## src/rtl/counter_wrap_monitor.sv

```systemverilog
// Watches an up/down counter's q, classifies each transition and counts wraps.
// Optional qbar consistency check is enabled by defining QBAR_CHECK_EN.
module counter_wrap_monitor #(
  parameter int CW = 3,
  parameter int EW = 8
) (
  input  logic          clk,
  input  logic          rst,
  input  logic [CW-1:0] q_in,
  input  logic [CW-1:0] qbar_in,
  input  logic          clr,
  output logic          dir_valid,
  output logic          dir_up,
  output logic          wrap_pulse,
  output logic [EW-1:0] ovf_cnt,
  output logic [EW-1:0] unf_cnt,
  output logic          err_flag
);

  localparam logic [CW-1:0] Q_MAX   = '1;
  localparam logic [CW-1:0] Q_ONE   = CW'(1);
  localparam logic [EW-1:0] CNT_MAX = '1;

  typedef enum logic [1:0] {
    STEP_HOLD,
    STEP_UP,
    STEP_DOWN,
    STEP_JUMP
  } step_e;

  logic [CW-1:0] prev_q;
  logic          prev_valid;
  logic [CW-1:0] delta;
  step_e         step;
  logic          is_ovf;
  logic          is_unf;
  logic          qbar_err;
  logic [EW-1:0] ovf_inc;
  logic [EW-1:0] unf_inc;

  // With CW=1 a delta of 1 is both +1 and -1; prev_q breaks the tie.
  always_comb begin
    // NOTE: every always_comb output gets a default first so no path can infer a latch.
    step  = STEP_JUMP;
    delta = q_in - prev_q;
    if (delta == '0)
      step = STEP_HOLD;
    else if (delta == Q_ONE && !(CW == 1 && prev_q == Q_MAX))
      step = STEP_UP;
    else if (delta == Q_MAX)
      step = STEP_DOWN;
  end

  assign is_ovf  = (step == STEP_UP)   && (prev_q == Q_MAX) && (q_in == '0);
  assign is_unf  = (step == STEP_DOWN) && (prev_q == '0)    && (q_in == Q_MAX);
  assign ovf_inc = (ovf_cnt == CNT_MAX) ? ovf_cnt : ovf_cnt + EW'(1);
  assign unf_inc = (unf_cnt == CNT_MAX) ? unf_cnt : unf_cnt + EW'(1);

`ifdef QBAR_CHECK_EN
  assign qbar_err = (qbar_in != ~q_in);
`else
  logic unused_qbar;
  assign unused_qbar = ^qbar_in;
  assign qbar_err    = 1'b0;
`endif

  // NOTE: sequential state uses non-blocking assignments; the later clr
  // assignments intentionally override the event updates on the same edge.
  always_ff @(posedge clk) begin
    if (rst) begin
      prev_q     <= '0;
      prev_valid <= 1'b0;
      dir_valid  <= 1'b0;
      dir_up     <= 1'b0;
      wrap_pulse <= 1'b0;
      ovf_cnt    <= '0;
      unf_cnt    <= '0;
      err_flag   <= 1'b0;
    end else begin
      prev_q     <= q_in;
      prev_valid <= 1'b1;
      wrap_pulse <= 1'b0;

      if (prev_valid) begin
        unique case (step)
          STEP_UP: begin
            dir_up    <= 1'b1;
            dir_valid <= 1'b1;
            if (is_ovf) begin
              wrap_pulse <= 1'b1;
              ovf_cnt    <= ovf_inc;
            end
          end
          STEP_DOWN: begin
            dir_up    <= 1'b0;
            dir_valid <= 1'b1;
            if (is_unf) begin
              wrap_pulse <= 1'b1;
              unf_cnt    <= unf_inc;
            end
          end
          STEP_JUMP: err_flag <= 1'b1;
          STEP_HOLD: ;
        endcase
        if (qbar_err)
          err_flag <= 1'b1;
      end

      if (clr) begin
        ovf_cnt  <= '0;
        unf_cnt  <= '0;
        err_flag <= 1'b0;
      end
    end
  end

endmodule

```

## config.mk

```make
export PLATFORM = sky130hd
export DESIGN_NAME = counter_wrap_monitor
export DESIGN_NICKNAME = d
export VERILOG_FILES = /design/src/rtl/counter_wrap_monitor.sv
export SDC_FILE = /design/constraint.sdc
export NUM_CORES = 1
export LEC_CHECK = 0
export CORE_UTILIZATION = 44
export CTS_CLUSTER_SIZE = 40
export DETAILED_ROUTE_END_ITERATION = 8
export PLACE_DENSITY = 0.71
export SYNTH_ARGS = -nofsm -noshare
export SYNTH_HDL_FRONTEND = slang
export SYNTH_SLANG_ARGS = --single-unit
```

## constraint.sdc

```tcl
create_clock -name clk -period 4.1 [get_ports clk]
set_input_delay 0.82 -clock clk [delete_from_list [all_inputs] [get_ports clk]]
set_output_delay 0.82 -clock clk [all_outputs]
set_load 0.01 [all_outputs]
```

==> out/metrics.cfg, run 1 <==
[finish]
fillers = 238
final_cell_mix = clkdlybuf4s50_1, dfxtp_1, a21oi_1, or3_1, o21ai_0
final_common_cell = clkdlybuf4s50_1
nets = 170
synthToLayoutAreaGrowth_pct = 25.35
post-route-cell-area_um2 = 1454
diodes = 0
drive_above_1_share_pct = 6.579

[pwr]
switching_share_pct = 24.12
p_int_uw = 300.8
p_comb_share_pct = 13.7
pwr_density_cell_nw_per_um2 = 272.6
p_leak_uw = 0.0005202
vdd_drop_max_v = 0.0002330
clockPowerShare_pct = 24.8
p_switching_uw = 95.59
p_seq_share_pct = 61.5

[timing]
finalSetupViolCount = 0
skew_ns = 0.001289
rsz0062_at_grt = no
maxSlewHeadroom_pct = 63.32
fmax_ghz = 0.2722
tns_ns = 0
timing.final.max_slew_violations = 0
fin_crit_ns = 3.674
hold_violations = 0
tightestPinTransition_ns = 0.5486
fin_crit_sh_pct = 89.60

[floorplanning]
initial_utilization_pct = 46.82
fp.dieW_um = 53.34
die_area_um2 = 2845
num_io_pins = 29
rows = 18
core_um2 = 2477
die_h_um = 53.34

[clock_tree]
clockBufferDepth = 2
cts-root-buf = clkbuf_4
cts_tree = yes
clock_latency_ns = 0.30
htreeDepth = 1
ctsResizeCount = 0
clk_pin_slew_ns = 0.12
cts.sinks = 24
cts_hold_buffers = 0
cts_buffers = 3
post-cts-setup-buffer-count = 0

[synthesis]
ys_seq_elements = 24
synth.cell_area_um2 = 1160
avgSynthCellArea_um2 = 9.133
synth_cell_type_count = 30
yosysWarnings = 0
postSynthCellCount = 127
syn-num-nets = 143
yosysSeqAreaShare_pct = 41.42

[critical_path]
worstPathArrival_ns = 3.91
crit_fanout = 14
crit_path_start_kind = input port
worstPathRequired_ns = 4.34
cp-end-kind = register
path_class = in -> reg

[route]
wl_per_cell_um = 11.98
drtPass1Iterations = 3
via_count = 1017
detail-route-antenna-nets = 0
wl_mm = 2.180
viasPerCell = 5.588
drcViolationCount = 0
drt_iter0_markers = 7

[run]
drv_cap = 0

[grt]
track_usage_pct = 17.33
grt_pass1_vias = 886
overflow = 0
grt_antenna_before_repair = 0
grt_pass1_wl_mm = 3.677
grt_max_degree = 18

[placed_design]
io_buffers = 25
gp_congestion = 0.7498
postPlaceCellArea_um2 = 1431
dp_hpwl_mm = 1.672

[min_path]
hold_class = reg -> reg

[run_status]
status = completed

## layer usage
layer	track usage (%)	vias up	wire, um
met5	0	-	0
met4	5.263	0	0
met3	3.448	0	61
met2	28.13	13	1051
met1	22.72	488	1066
li1	-	516	-
## power groups by stage
stage	registers, uW	logic, uW	clock network [uW]
after floorplan	250	31.3	0
after CTS	244	55.2	102
final	244	54.3	98.2
after global routing	245	59.9	113
after detailed placement	249	55.0	0
after global placement	249	53.5	0
## registers in the layout (all words and copies together), names as in the netlist
| name | count |
|---|---|
| prev_q | 3 |
| dir_up | 1 |
| ovf_cnt | 8 |
| unf_cnt | 8 |
| err_flag | 1 |
| wrap_pulse | 1 |
| prev_valid | 1 |
| dir_valid | 1 |
## critical path: stages
cell,delay (ns)
clkdlybuf4s50_1,0.47
inv_1,0.06
ha_1,0.20
fa_1,0.37
xor2_1,0.16
xnor2_1,0.15
or3_1,0.34
nand2_1,0.08
ha_1,0.17
and4bb_2,0.26
o211ai_2,0.26
or3_1,0.42
a21oi_1,0.15
## cell usage after synthesis
| cell type | instances | area share [%] |
|---|---|---|
| dfxtp_1 | 24 | 41 |
| a21oi_1 | 15 | 6.5 |
| or3_1 | 12 | 6.5 |
| o21ai_0 | 11 | 4.7 |
| nor2_1 | 8 | 2.6 |
| nand3_1 | 7 | 3.0 |
| nand4_1 | 7 | 3.8 |
| ha_1 | 6 | 6.5 |
| inv_1 | 6 | 1.9 |
| and2_1 | 3 | 1.6 |
| nand2_1 | 3 | 0.97 |
| xor2_1 | 3 | 2.3 |
| clkbuf_1 | 2 | 0.65 |
| mux2i_1 | 2 | 1.7 |
| o211ai_2 | 2 | 2.2 |
| or2_2 | 2 | 1.1 |
| a211oi_1 | 1 | 0.65 |
| a311oi_1 | 1 | 0.76 |
| and4_1 | 1 | 0.76 |
| and4b_1 | 1 | 0.86 |
| and4bb_2 | 1 | 1.1 |
| buf_2 | 1 | 0.43 |
| buf_6 | 1 | 0.97 |
| fa_1 | 1 | 1.7 |
| nand4b_1 | 1 | 0.76 |
| nor2b_1 | 1 | 0.54 |
| nor4b_4 | 1 | 2.0 |
| o31ai_1 | 1 | 0.65 |
| or4_1 | 1 | 0.65 |
| xnor2_1 | 1 | 0.76 |
## cell families after synthesis
family                     after synthesis  share of synthesized area, %
and+or+nand+nor                         49                         26.21
AOI/OAI and AO/OA                       31                         15.43
DFF                                     24                         41.42
adders and majority gates                7                         8.198
buffers and inverters                   10                         3.991
xor gates and xnor gates                 4                         3.021
muxes                                    2                         1.726
## per-stage QoR
step           total power (uW)  setup slack, ns  cells  hold WS (ns)  utilization, %
5_1_grt                   418.1           0.2614    182        0.5291           58.69
3_3_place_gp              302.3           0.2028    179        0.4537           57.78
6_report                  396.4           0.4265    182        0.4890           58.69
2_1_floorplan             281.5           0.8478    127        0.4816               -
4_1_cts                   401.3           0.4434    182        0.4974           58.69
3_5_place_dp              304.2           0.1082    179        0.4668           57.78
## path summary, 6_finish.rpt
kind | from | to | cells past startpoint | slack, ns
worst max-delay path | q_in[0] | unf_cnt[4] | 13 | 0.43
worst min-delay path | err_flag | err_flag | 2 | 0.49
worst max register to register | prev_q[0] | unf_cnt[4] | 11 | 1.15
worst min register to register | err_flag | err_flag | 2 | 0.49
## cell type report
cell class | instances | area [um2] | area share, %
clock buffers | 3 | 22.52 | 1.549
well taps | 30 | 37.54 | 2.582
repair buffers | 26 | 257.7 | 17.73
inverters | 6 | 22.52 | 1.549
flip-flops and latches | 24 | 480.5 | 33.05
multi-input cells | 93 | 633.1 | 43.55
No activity file was read; power rests on OpenSTA's default activity.
==> run 2, diff against run 1 <==
- CORE_ASPECT_RATIO: unset -> 0.6
==> out/metrics.cfg, run 2 (synthesis results as in run 1) <==
[run_status]
status = completed

[timing]
maxSlewHeadroom_pct = 66.24  ; +2.9 points
rsz0062_at_grt = no
finalSetupViolCount = 0  ; unchanged
holdWs_ns = 0.4820  ; -0.006974 ns
skew_ns = 0.005274  ; +0.003985 ns
fin_crit_ns = 3.799  ; +0.1254 ns
fin_crit_sh_pct = 92.66  ; +3.1 points
tns_ns = 0  ; unchanged
timing.final.max_slew_violations = 0  ; unchanged
hold_violations = 0  ; unchanged
tightestPinTransition_ns = 0.5049  ; -0.04362 ns
fmax_ghz = 0.2632  ; -3.3%

[min_path]
min_from = dir_valid
holdPathEnd = dir_valid
hold_class = reg -> reg
whs_path_depth = 2  ; unchanged

[route]
drcViolationCount = 0  ; unchanged
wl_mm = 2.505  ; +15%
detail-route-antenna-nets = 0  ; unchanged
drt_iter0_markers = 76  ; +69
via_count = 1045  ; +2.8%
wl_per_cell_um = 13.61  ; +14%
drtPass1Iterations = 4  ; +1
viasPerCell = 5.679  ; +1.6%

[floorplanning]
rows = 13  ; -5
num_io_pins = 29  ; unchanged
die_h_um = 41.77  ; -22%
die_area_um2 = 2852  ; +0.24%
fp.dieW_um = 68.28  ; +28%
initial_utilization_pct = 49.87  ; +3.0 points
core_um2 = 2326  ; -6.1%

[clock_tree]
clockBufferDepth = 2  ; unchanged
ctsResizeCount = 0  ; unchanged
cts_hold_buffers = 0  ; unchanged
clk_pin_slew_ns = 0.08  ; -0.04 ns
clock_latency_ns = 0.27  ; -0.03 ns
cts_buffers = 3  ; unchanged
post-cts-setup-buffer-count = 0  ; unchanged
htreeDepth = 1  ; unchanged
cts.sinks = 24  ; unchanged
cts-root-buf = clkbuf_8
cts_tree = yes

[grt]
grt_max_degree = 18  ; unchanged
overflow = 0  ; unchanged
grt_pass1_wl_mm = 4.064  ; +11%
grt_antenna_before_repair = 0  ; unchanged
grt_pass1_vias = 887  ; +0.11%
track_usage_pct = 19.27  ; +1.9 points

[critical_path]
cpMaxStageDelayCell = clkdlybuf4s50_1
rrSetupSlack_ns = 1.05  ; -0.10 ns
path_class = in -> reg
cp-end-kind = register
r2r.worst_path.cells = 11  ; unchanged
worstPathArrival_ns = 4.00  ; +0.09 ns
crit_path_start_kind = input port
crit_path_max_incr_delay_ns = 0.47  ; about the same
cp_top_family = simple AND/OR/NAND/NOR gates
critical_path_buf_inv_count = 2  ; unchanged
reg2reg_to = unf_cnt[3]
worstPathRequired_ns = 4.30  ; -0.04 ns
path_cells = clkdlybuf4s50_1 -> inv_1 -> ha_1 -> fa_1 -> xor2_1 -> xnor2_1 -> or3_1 -> nand2_1 -> ha_1 -> and4bb_2 -> o211ai_2 -> or3_1 -> a21oi_1
worstReg2RegStart = prev_q[0]
crit_fanout = 14  ; unchanged

[finish]
final_common_cell = clkdlybuf4s50_1
drive_above_1_share_pct = 7.792  ; +1.2 points
synthToLayoutAreaGrowth_pct = 28.80
final_cell_mix = clkdlybuf4s50_1, dfxtp_1, a21oi_1, or3_1, o21ai_0
diodes = 0  ; unchanged
nets = 171  ; +0.59%
fillers = 181  ; -24%
reg_top3 = ovf_cnt x8, unf_cnt x8, prev_q x3

[run]
drv_cap = 0  ; unchanged

[placed_design]
dp_hpwl_mm = 1.850  ; +11%
gp_congestion = 0.8168  ; +8.9%
io_buffers = 25  ; unchanged

[pwr]
pwr_density_cell_nw_per_um2 = 309.4  ; +13%
vdd_drop_max_v = 0.0001717  ; -26%
p_leak_uw = 0.0005393  ; +3.7%

==> run 2: cell count changes in the layout (fill, tap and decap cells not counted) <==
cell      before  now
clkbuf_4       3    0
clkbuf_8       0    4
buf_4          1    2
==> run 2: worst max-delay path by stage <==
stage / endpoint / from / cells past startpoint
after detailed placement: unf_cnt[3] / q_in[0] / 13
final: unf_cnt[3] / q_in[0] / 13
after global routing: unf_cnt[3] / q_in[0] / 13
after CTS: unf_cnt[3] / q_in[0] / 13
after global placement: unf_cnt[3] / q_in[0] / 13
after floorplan: unf_cnt[6] / q_in[0] / 13
==> run 2: layout make-up <==
class | instances | area, um2 | area share (%)
multi-input cells | 93 | 633.1 | 42.38
flip-flops and latches | 24 | 480.5 | 32.16
repair buffers | 27 | 265.3 | 17.76
clock buffers | 4 | 55.05 | 3.685
well taps | 30 | 37.54 | 2.513
inverters | 6 | 22.52 | 1.508
==> run 2: metal layers <==
metal  vias up  GRT usage (%)  wire length (um)
met5         -              0                 0
met4         0          3.750                13
met3         2          6.593               110
met2        31          29.22              1151
met1       493          26.25              1229
li1        519              -                 -
==> run 2: where the power goes <==
group | internal (uW) | switching [uW]
Sequential | 239 | 4.80
Combinational | 27.8 | 29.9
Clock | 85.8 | 75.0
Total | 353 | 110
==> run 2: metrics by stage <==
step | cells | utilization [%] | cell area [um2] | setup slack, ns | power, uW
floorplan | 127 | - | 1160 | 0.8478 | 281.5
global placement | 180 | 61.86 | 1439 | 0.1706 | 304.3
detailed placement | 180 | 61.86 | 1439 | 0.06232 | 305.9
CTS | 184 | 64.23 | 1494 | 0.3128 | 464.7
global route | 184 | 64.23 | 1494 | 0.1001 | 484.2
finish | 184 | 64.23 | 1494 | 0.3011 | 462.2
==> run 2: tightest hold or removal path, cell delays in order, from the launching register on <==
cell and delay, ns:
dfxtp_1 0.33, a21oi_1 0.04, nor2_1 0.07
